[config.mk]
export PLATFORM = sky130hd
export DESIGN_NAME = seq_restoring_divider
export DESIGN_NICKNAME = d
export VERILOG_FILES = /design/src/rtl/seq_restoring_divider.sv
export SDC_FILE = /design/constraint.sdc
export NUM_CORES = 1
export LEC_CHECK = 0
export CAP_MARGIN = 10
export CORE_AREA = 2 2 110 59
export CTS_BUF_LIST = sky130_fd_sc_hd__clkbuf_2 sky130_fd_sc_hd__clkbuf_4 sky130_fd_sc_hd__clkbuf_8
export CTS_CLUSTER_DIAMETER = 100
export DETAILED_ROUTE_END_ITERATION = 10
export DIE_AREA = 0 0 112 61
export GPL_TIMING_DRIVEN = 0
export PLACE_DENSITY = 0.67
export RECOVER_POWER = 100
export SYNTH_ARGS = -nofsm -noshare
export SYNTH_HDL_FRONTEND = slang
export SYNTH_SLANG_ARGS = --single-unit
[constraint.sdc]
create_clock -name clk -period 3.1 [get_ports clk]
set_input_delay 0.62 -clock clk [delete_from_list [all_inputs] [get_ports clk]]
set_output_delay 0.62 -clock clk [all_outputs]
set_load 0.03 [all_outputs]
[src/rtl/seq_restoring_divider.sv]
// Multi-cycle unsigned restoring divider: one shift-left and trial-subtract per
// clock, one quotient bit resolved per cycle. Shares the start/busy/done
// handshake with the shift-add multiplier.
module seq_restoring_divider #(
  parameter int unsigned WIDTH = 8
) (
  input  logic             clk,
  input  logic             rst,
  input  logic             start,
  input  logic [WIDTH-1:0] dividend,
  input  logic [WIDTH-1:0] divisor,
  output logic             busy,
  output logic             done,
  output logic [WIDTH-1:0] quotient,
  output logic [WIDTH-1:0] remainder,
  output logic             div_by_zero
);

  localparam int unsigned CntW = $clog2(WIDTH + 1);

  typedef enum logic [1:0] {StIdle, StRun, StDone} state_e;

  state_e            state_q, state_d;
  logic [WIDTH:0]    a_q, a_d;      // partial remainder, one guard bit
  logic [WIDTH-1:0]  q_q, q_d;      // dividend shifting out, quotient shifting in
  logic [WIDTH-1:0]  m_q, m_d;      // captured divisor
  logic [CntW-1:0]   cnt_q, cnt_d;  // quotient bits still to resolve
  logic [WIDTH-1:0]  quo_q, quo_d;
  logic [WIDTH-1:0]  rem_q, rem_d;
  logic              dbz_q, dbz_d;

  logic [WIDTH+1:0]  trial;
  logic [WIDTH:0]    a_next;
  logic [WIDTH-1:0]  q_next;

  // One restoring step: shift {A,Q} left, try A - M, keep it if non-negative.
  always_comb begin
    trial  = {a_q, q_q[WIDTH-1]} - {2'b00, m_q};
    a_next = trial[WIDTH+1] ? {a_q[WIDTH-1:0], q_q[WIDTH-1]} : trial[WIDTH:0];
    q_next = {q_q[WIDTH-2:0], ~trial[WIDTH+1]};
  end

  // Next-state and datapath update; every register holds by default.
  always_comb begin
    state_d = state_q;
    a_d     = a_q;
    q_d     = q_q;
    m_d     = m_q;
    cnt_d   = cnt_q;
    quo_d   = quo_q;
    rem_d   = rem_q;
    dbz_d   = dbz_q;
    unique case (state_q)
      StIdle: begin
        if (start) begin
          if (divisor == '0) begin
            // Divide-by-zero resolves immediately without iterating.
            state_d = StDone;
            quo_d   = '1;
            rem_d   = dividend;
            dbz_d   = 1'b1;
          end else begin
            state_d = StRun;
            a_d     = '0;
            q_d     = dividend;
            m_d     = divisor;
            cnt_d   = CntW'(WIDTH);
          end
        end
      end
      StRun: begin
        a_d   = a_next;
        q_d   = q_next;
        cnt_d = cnt_q - CntW'(1);
        if (cnt_q == CntW'(1)) begin
          state_d = StDone;
          quo_d   = q_next;
          rem_d   = a_next[WIDTH-1:0];
          dbz_d   = 1'b0;
        end
      end
      StDone: state_d = StIdle;
      default: state_d = StIdle;
    endcase
  end

  // State and datapath registers with asynchronous clear.
  always_ff @(posedge clk or posedge rst) begin
    if (rst) begin
      state_q <= StIdle;
      a_q     <= '0;
      q_q     <= '0;
      m_q     <= '0;
      cnt_q   <= '0;
      quo_q   <= '0;
      rem_q   <= '0;
      dbz_q   <= 1'b0;
    end else begin
      state_q <= state_d;
      a_q     <= a_d;
      q_q     <= q_d;
      m_q     <= m_d;
      cnt_q   <= cnt_d;
      quo_q   <= quo_d;
      rem_q   <= rem_d;
      dbz_q   <= dbz_d;
    end
  end

  // Handshake and result outputs.
  always_comb begin
    busy        = (state_q != StIdle);
    done        = (state_q == StDone);
    quotient    = quo_q;
    remainder   = rem_q;
    div_by_zero = dbz_q;
  end

endmodule

# Yosys cells after proc, flatten, opt, wreduce, memory -nomap -nowiden
# Index checks and enable logic that the tools add are counted.
dict set report totals {
  ram_bits 0
  memories 0
  register_bits 48
  mem_bits_ro 0
  word_cells 53
  input_bits 19
  latch_bits 0
}
dict set report op_classes {
  div 0
  mul 0
  n_reduce_logical 8
  n_addsub 2
  mux 26
  eq_ne 7
  n_shift 0
  magnitude_cmp 0
  n_bitwise 2
}
# cell n
set op_table {}
lappend op_table {{$mux 8} 8}
lappend op_table {{$pmux 8 s2} 3}
lappend op_table {{$mux 9} 3}
lappend op_table {{$pmux 9 s2} 1}
lappend op_table {{$sub 10x8->10} 1}
lappend op_table {{$logic_not 8->1} 1}
lappend op_table {{$mux 4} 2}
lappend op_table {{$ne 2x2->1 const B} 4}
lappend op_table {{$pmux 4 s2} 1}
lappend op_table {{$mux 2} 3}
lappend op_table {{$reduce_and 3->1} 2}
lappend op_table {{$eq 4x1->1 const B} 1}
lappend op_table {{$pmux 2 s2} 1}
lappend op_table {{$reduce_and 4->1} 1}
lappend op_table {{$reduce_bool 2->1} 2}
lappend op_table {{$sub 4x1->4 const B} 1}
lappend op_table {{$mux 1} 3}
lappend op_table {{$eq 2x1->1 const B} 1}
lappend op_table {{$eq 2x2->1 const B} 1}
lappend op_table {{$logic_not 2->1} 1}
lappend op_table {{$not 1->1} 2}
lappend op_table {{$pmux 1 s2} 1}
lappend op_table {{$reduce_and 2->1} 1}

# Logic depth before layout (Yosys ltp)
# Gate-level depths: netlist (run 1).
dict set report depth {
  word_depth 4
  mapped_depth 10
}

# Worst setup path after synthesis (run 1)
# Ideal clock, no wire load.
dict set report synth_path {
  kind {reg2reg}
  startpoint {register q_q[7]}
  endpoint {register a_q[8]}
  t_arrival_ns 2.285
  setup_time_ns 0.121
  path_slack_ns 0.694
  stages_incl_launch_ff 11
  period_less_slack_ns 2.406
  path_cell_list {dfrtp_1 -> inv_1 -> ha_1 -> inv_1 -> fa_1 -> a211oi_1 -> o21ai_0 -> a21o_1 -> a2111o_1 -> xnor2_1 -> a22o_1}
}
dict set report synth_via {
  elab_chain_len 3
}
# item line_no
set synth_rtl {}
lappend synth_rtl {{from (decl)} 25} ;# logic [WIDTH-1:0] q_q, q_d;
lappend synth_rtl {{from (signal assigned)} 101} ;# q_q <= q_d;
lappend synth_rtl {{$sub 10x8->10} 38} ;# trial = {a_q, q_q[WIDTH-1]} - {2'b00, m_q};
lappend synth_rtl {{$mux 9} 39} ;# a_next = trial[WIDTH+1] ? {a_q[WIDTH-1:0], q_q[WIDTH-1]} : trial[WIDTH:0];
lappend synth_rtl {{$pmux 9 s2} 53} ;# unique case (state_q)
lappend synth_rtl {{to (signal assigned)} 91} ;# a_q <= '0;
lappend synth_rtl {{to (signal assigned)} 100} ;# a_q <= a_d;
lappend synth_rtl {{to (decl)} 24} ;# logic [WIDTH:0] a_q, a_d;
# Every way passes these cells.
# A chain may end at the register's enable or synchronous reset.

# Final worst setup path (run 1)
dict set report layout_path {
  startpoint {input port divisor[4]}
  endpoint {register rem_q[3], in the netlist remainder[3]}
}
dict set report layout_via {
  elab_chain_len 3
}
# item line_no
set layout_rtl {}
lappend layout_rtl {{from (decl)} 11} ;# input logic [WIDTH-1:0] divisor,
lappend layout_rtl {{$logic_not 8->1} 56} ;# if (divisor == '0) begin
lappend layout_rtl {{$ne 2x2->1 (no source line)} -}
lappend layout_rtl {{$reduce_and 4->1 (no source line)} -}
lappend layout_rtl {{to (signal assigned)} 105} ;# rem_q <= rem_d;
lappend layout_rtl {{to (decl)} 29} ;# logic [WIDTH-1:0] rem_q, rem_d;
# Every way passes these cells.

==> summary.txt, run 1 <==
Run status
  – Status: completed

Hold path
  – Worst hold path class: flip-flop to flip-flop
  – Worst min-delay path startpoint: cnt_q[0]$_DFFE_PP0P_

Clocking
  – Clock latency on the worst-skew pair: 0.31 ns
  – CTS Sinks: 48
  – CTS tree: built
  – Reg clk slew, reported paths: 0.09 ns
  – CTS Buffer Depth: 2
  – Post-CTS Setup Bufs: 0
  – CTS H-tree depth: 2
  – Hold_buf cts: 0
  – CTS root buf: clkbuf_8
  – Post-CTS Resized: 0
  – Total CTS buffers: 5

Drt
  – 1st-pass router iterations: 5
  – Vias/cell: about 5.5
  – Antenna violation net count after detailed routing: 0
  – Via count: 2257
  – Wire length per cell: 16.17 um
  – Drt total wl: 6.613 mm
  – DR DRC count: 0
  – DR iter-0 viols: 135

Timing
  – Setup TNS: 0 ns
  – Slew headroom: 32.14%
  – FMAX: 363.4 MHz
  – RSZ-0062 raised after global routing: false
  – Hold Fails Final Rpt: 0
  – Tcrit/Tclk final: between 80% and 90%
  – Worst Skew: roughly 0.01 ns
  – Minimum clock period: 2.752 ns
  – Max-slew violation count: 0
  – # setup viols final: 0
  – Actual slew at the worst max-slew pin: 1.018 ns

Yosys
  – Area contributors post-synth: dfrtp_1, nand2_1, nor2_1, ha_1, a31oi_1
  – Post-synth cell types: between 50 and 60
  – Mapped Cells: 286
  – Yosys warns: 0
  – Area leader, netlist: dfrtp_1
  – Mapped Area: 0.002569 mm2
  – Top_reg_cell synth: dfrtp_1
  – Ys async rst share: 100.0%
  – Syn_area_per_cell: 8.982 um2
  – Mapped Nets: 316
  – Yosys top cell area share: 46.76%
  – Seq/Total Area, Yosys: a little under half
  – Synth Register Bits: 48
  – EDFF count, synth: 0

GRT
  – First-pass GRT wire length: 10.81 mm
  – GRT Overall Usage: 20.88%
  – Grt total ovfl: 0
  – Vias in the first global route: approximately 2000
  – Initial antenna violation count: 0
  – Largest net degree at the start of global routing: 41

Final layout
  – Filler instances: between 500 and 600
  – Design Area, Final: 0.003129 mm2
  – Layout cells sized above 1: 6.325%
  – Synthesis-to-layout area growth: 21.82%
  – Final Util: 53.44%
  – Multi-input logic area: 0.001232 mm2
  – Register area: 0.001201 mm2
  – Layout Nets: 361
  – Fin cells: just over 400
  – ANT cells: 0

Placed design
  – Port Buffer Count: 37
  – Post-DP Area: 0.003055 mm2
  – Placed cells: 401
  – Final GP Congestion: ~0.8
  – Final HPWL DP: around 5.1 mm

Critical path
  – WP data required: between 3 and 4 ns
  – Critical Path End Type: flip-flop
  – Crit path launch: divisor[4]
  – Critical path arrival: 2.98 ns
  – CP max FO: 10
  – Worst setup SP type: input pin
  – Setup Crit Path Kind: input pin to flip-flop
  – FF-to-FF Start: a_q[1]$_DFFE_PP0P_

Pwr
  – Lkg Pwr: 1.349 nW
  – Cell Pwr Density: approximately 1300 mW/mm2
  – Maximum VDD drop: 0.5863 mV

Floorplan
  – Num ports: 38
  – Starting Density: 43.87%
  – Core Rows: 20
  – Die area: 0.006832 mm2
  – Core area: 0.005856 mm2
  – Die Span Y: between 60 and 70 um
  – Die width: around 110 um

Flow run
  – Maxcap violations: 0
## routing by layer
layer / share of wire [%] / global-route usage, % / up-vias
met4: 0.92 / 3.659 / 0
met5: 0 / 0 / -
met2: 38 / 28.57 / 95
met1: 53 / 33.25 / 1064
met3: 8.8 / 5.295 / 8
li1: - / - / 1090
## sequential cells by signal, summed over array words and instances (netlist names)
register	flops
div_by_zero	1
state_q	2
quotient	8
remainder	8
q_q	8
cnt_q	4
a_q	9
m_q	8
## path summary, 6_finish.rpt
path	end	slack, ns	cells past startpoint
min reg2reg	cnt_q[0]$_DFFE_PP0P_	0.53	1
max in group asynchronous	a_q[0]$_DFFE_PP0P_	1.11	3
min	cnt_q[0]$_DFFE_PP0P_	0.53	1
min in group asynchronous	remainder[6]$_DFFE_PP0P_	0.70	2
max reg2reg	remainder[1]$_DFFE_PP0P_	0.40	7
max	remainder[3]$_DFFE_PP0P_	0.35	7
## Yosys cell counts (2+ instances only)
| cell | count |
|---|---|
| nand3_1 | 5 |
| inv_1 | 17 |
| a31oi_1 | 14 |
| dfrtp_1 | 48 |
| xor2_1 | 4 |
| a21oi_1 | 16 |
| clkbuf_1 | 11 |
| nor3_1 | 2 |
| nand2_1 | 44 |
| a21oi_2 | 3 |
| mux2i_1 | 3 |
| xnor2_1 | 2 |
| nor2b_1 | 3 |
| nor2_1 | 42 |
| o21ai_0 | 17 |
| a211o_1 | 2 |
| ha_1 | 10 |
| buf_6 | 2 |
| a211oi_1 | 3 |
| nor4_1 | 6 |
| o21bai_1 | 2 |
## power breakdown
part           leakage (nW)  switching, W  internal [W]
logic                 0.740       0.00155       0.00100
registers             0.558      0.000192      0.000928
clock network        0.0510      0.000216      0.000178
## critical path: stages
cell	delay (ns)
clkdlybuf4s50_1	0.42
nor4_1	0.49
nand2_1	0.14
a211oi_1	0.55
clkbuf_1	0.48
nor2_1	0.14
a31oi_4	0.15
## cells in the final DEF (no fill, tap or decap), types with 2 or more instances in the layout
cell / Yosys / final
xor2_1: 4 / 4
ha_1: 10 / 10
a21oi_2: 3 / 2
o21ai_0: 17 / 17
nor2b_1: 3 / 3
xnor2_1: 2 / 2
mux2i_1: 3 / 3
clkinv_2: 0 / 2
clkbuf_8: 0 / 6
dlygate4sd3_1: 0 / 20
buf_6: 2 / 2
nor3_1: 2 / 2
nor2_1: 42 / 42
nand2_1: 44 / 44
a21oi_1: 16 / 17
clkbuf_1: 11 / 11
a31oi_1: 14 / 14
a211oi_1: 3 / 3
clkdlybuf4s50_1: 0 / 17
dfrtp_1: 48 / 48
a211o_1: 2 / 2
nand3_1: 5 / 5
o21bai_1: 2 / 2
nor4_1: 6 / 6
inv_1: 17 / 17
## kinds of logic (layout without fill, tap and decap cells)
family | after synthesis | after routing | synth area share, %
mux | 6 | 6 | 2.630
fa+ha+maj | 11 | 11 | 5.650
flops | 48 | 48 | 46.76
buf+inv | 31 | 77 | 5.114
simple gates | 110 | 110 | 18.46
compound gates | 74 | 74 | 19.34
xor+xnor | 6 | 6 | 2.046
## through the flow
| stage | hold slack, ns | power, W | worst slack [ns] |
|---|---|---|---|
| 3_5_place_dp | 0.5099 | 0.003716 | 0.04178 |
| 2_1_floorplan | 0.4742 | 0.002972 | 0.6942 |
| 3_3_place_gp | 0.5059 | 0.003658 | 0.07925 |
| 5_1_grt | 0.5505 | 0.004421 | 0.03493 |
| 6_report | 0.5292 | 0.004064 | 0.3479 |
| 4_1_cts | 0.5290 | 0.004118 | 0.3580 |
## layout make-up
type                            count  area share (%)
Clock buffer                        6           2.639
Buffer                             14           2.159
Timing Repair Buffer               38           12.00
Tap cell                           77           3.079
Sequential cell                    48           38.38
Inverter                           17           2.039
Multi-Input combinational cell    207           39.38
Clock inverter                      2          0.3199
No activity file was read; power rests on OpenSTA's default activity.
==> run 2: changes to the inputs <==
CORE_AREA = 2 2 57 112   (was 2 2 110 59)
DIE_AREA = 0 0 59 114   (was 0 0 112 61)
PLACE_DENSITY = 0.66   (was 0.67)
==> summary.txt, run 2 (synthesis gave the netlist of run 1 again) <==
Run status
  – Status: completed

Clocking
  – CTS root buf: clkbuf_8
  – Total CTS buffers: 5
  – CTS tree: built
  – Reg clk slew, reported paths: 0.09 ns
  – Hold_buf cts: 0
  – Post-CTS Setup Bufs: 0
  – Clock latency on the worst-skew pair: 0.31 ns
  – CTS Sinks: 48
  – Post-CTS Resized: 0
  – CTS Buffer Depth: 2
  – CTS H-tree depth: 2

Critical path
  – Critical path arrival: 3.11 ns
  – Max stage delay cell, worst path: o21bai_1
  – Worst setup SP type: input pin
  – Crit path cell chain: clkdlybuf4s50_1 > nor4_1 > a21boi_0 > o21bai_1 > or4_1 > xor2_1 > nand2_1
  – WP data required: between 3 and 4 ns
  – CP peak stage delay: 0.74 ns
  – CP max FO: 10
  – Critical Path End Type: flip-flop
  – Setup Crit Path Kind: input pin to flip-flop

Final layout
  – Fin cells: 395
  – Commonest non-fill, non-tap cell in the layout: dfrtp_1
  – Filler instances: 579
  – Layout cells sized above 1: 6.325%
  – Synthesis-to-layout area growth: 21.87%
  – Number of flip-flops in the largest register: 9
  – Commonest non-fill, non-tap cells in the layout: dfrtp_1, nand2_1, nor2_1
  – Largest Register: a_q
  – ANT cells: 0
  – Layout Nets: 361

GRT
  – Largest net degree at the start of global routing: 35
  – Vias in the first global route: roughly 2200
  – Initial antenna violation count: 0
  – GRT Overall Usage: 20.32%
  – Grt total ovfl: 0
  – First-pass GRT wire length: ~10 mm

Placed design
  – Final HPWL DP: 4.747 mm
  – Final GP Congestion: approximately 0.88
  – Port Buffer Count: 37
  – Placed cells: 387

Pwr
  – Power, Total: 0.004099 W
  – Maximum VDD drop: 0.5783 mV
  – Sw frac: 47.00%
  – Sequential share of power: between 20% and 30%
  – Logic gate share of total power: between 60% and 70%
  – Sw Pwr: between 0.0015 and 0.002 W
  – Clock Power Share: about 11%
  – Lkg Pwr: 1.352 nW
  – Cell Pwr Density: 1309 mW/mm2
  – Internal: 0.002173 W

Timing
  – FMAX: approximately 340 MHz
  – Setup TNS: 0 ns
  – Worst Skew: slightly below 0.007 ns
  – # setup viols final: 0
  – Minimum clock period: 2.913 ns
  – Max-slew violation count: 0
  – Slew headroom: 42.26%
  – Tcrit/Tclk final: ~94%
  – Actual slew at the worst max-slew pin: just under 0.9 ns
  – Hold Fails Final Rpt: 0
  – RSZ-0062 raised after global routing: false

Drt
  – Vias/cell: ~5.7
  – 1st-pass router iterations: 5
  – Wire length per cell: about 16 um
  – DR DRC count: 0
  – DR iter-0 viols: 98
  – Antenna violation net count after detailed routing: 0
  – Drt total wl: 6.238 mm
  – Via count: roughly 2200

Floorplan
  – Core area: 0.005906 mm2
  – Num ports: 38
  – Core Rows: 40
  – Starting Density: 43.50%
  – Die area: 0.006726 mm2
  – Die Span Y: 114 um
  – Die width: 59 um

Flow run
  – Maxcap violations: 0

Hold path
  – Worst hold path class: flip-flop to flip-flop
## run 2: cell count changes in the layout (fill, tap and decap cells not counted), sizes merged
cell      delta
bufinv       +1
clkbuf       -1
clkinv       -1
clkinvlp     +1
## run 2: worst max-delay path: cells and delay by family
kind                      cells  cell delay [ns]
buffers and inverters         1             0.42
AOI/OAI and AO/OA             2             1.01
and+or+nand+nor               3             0.91
xor gates and xnor gates      1             0.14
## run 2: per-layer routing
metal  vias to the layer above  global-route usage (%)  routed length (um)
li1                       1085                       -                   -
met1                      1070                   25.93                2659
met2                        79                   33.85                3169
met3                        10                   2.948                 257
met4                         0                   7.879                 151
met5                         -                       0                   0
## run 2: power groups by stage
stage          clock network, W  logic (W)  registers [W]
2_1_floorplan                 0    0.00170        0.00127
3_3_place_gp                  0    0.00250        0.00112
3_5_place_dp                  0    0.00256        0.00113
4_1_cts                0.000464    0.00258        0.00112
5_1_grt                0.000484    0.00279        0.00116
6_report               0.000452    0.00253        0.00112
## run 2: worst paths after layout
| path | start | end | slack [ns] | cells past startpoint |
|---|---|---|---|---|
| setup / recovery | divisor[4] | cnt_q[3]$_DFFE_PP0P_ | 0.19 | 7 |
| hold / removal | m_q[0]$_DFFE_PP0P_ | m_q[0]$_DFFE_PP0P_ | 0.52 | 1 |
| setup reg to reg | q_q[7]$_DFFE_PP0P_ | a_q[8]$_DFFE_PP0P_ | 0.43 | 10 |
| hold reg to reg | m_q[0]$_DFFE_PP0P_ | m_q[0]$_DFFE_PP0P_ | 0.52 | 1 |
| max in group asynchronous | rst | m_q[6]$_DFFE_PP0P_ | 1.08 | 3 |
| min in group asynchronous | rst | q_q[3]$_DFFE_PP0P_ | 0.79 | 2 |
## run 2: area by class of cell
type	instances	area (um2)	area share, %
inverter	17	63.81	2.038
multi-input combinational	207	1232	39.37
tap	63	78.83	2.518
clock inverter	3	42.54	1.359
timing repair buffer	38	375.4	11.99
buffer	14	67.56	2.158
clock buffer	5	68.82	2.198
sequential	48	1201	38.37
## run 2: per-stage QoR
| stage | instance area, um2 | util [%] | setup WS (ns) | hold slack (ns) |
|---|---|---|---|---|
| 6_report | 3131 | 53.01 | 0.1868 | 0.5233 |
| 5_1_grt | 3131 | 53.01 | 0.02235 | 0.5449 |
| 4_1_cts | 3149 | 53.33 | 0.1963 | 0.5305 |
| 3_5_place_dp | 3038 | 51.44 | -0.1305 | 0.5111 |
| 3_3_place_gp | 3018 | 51.10 | -0.08548 | 0.4996 |
| 2_1_floorplan | 2569 | - | 0.6942 | 0.4742 |
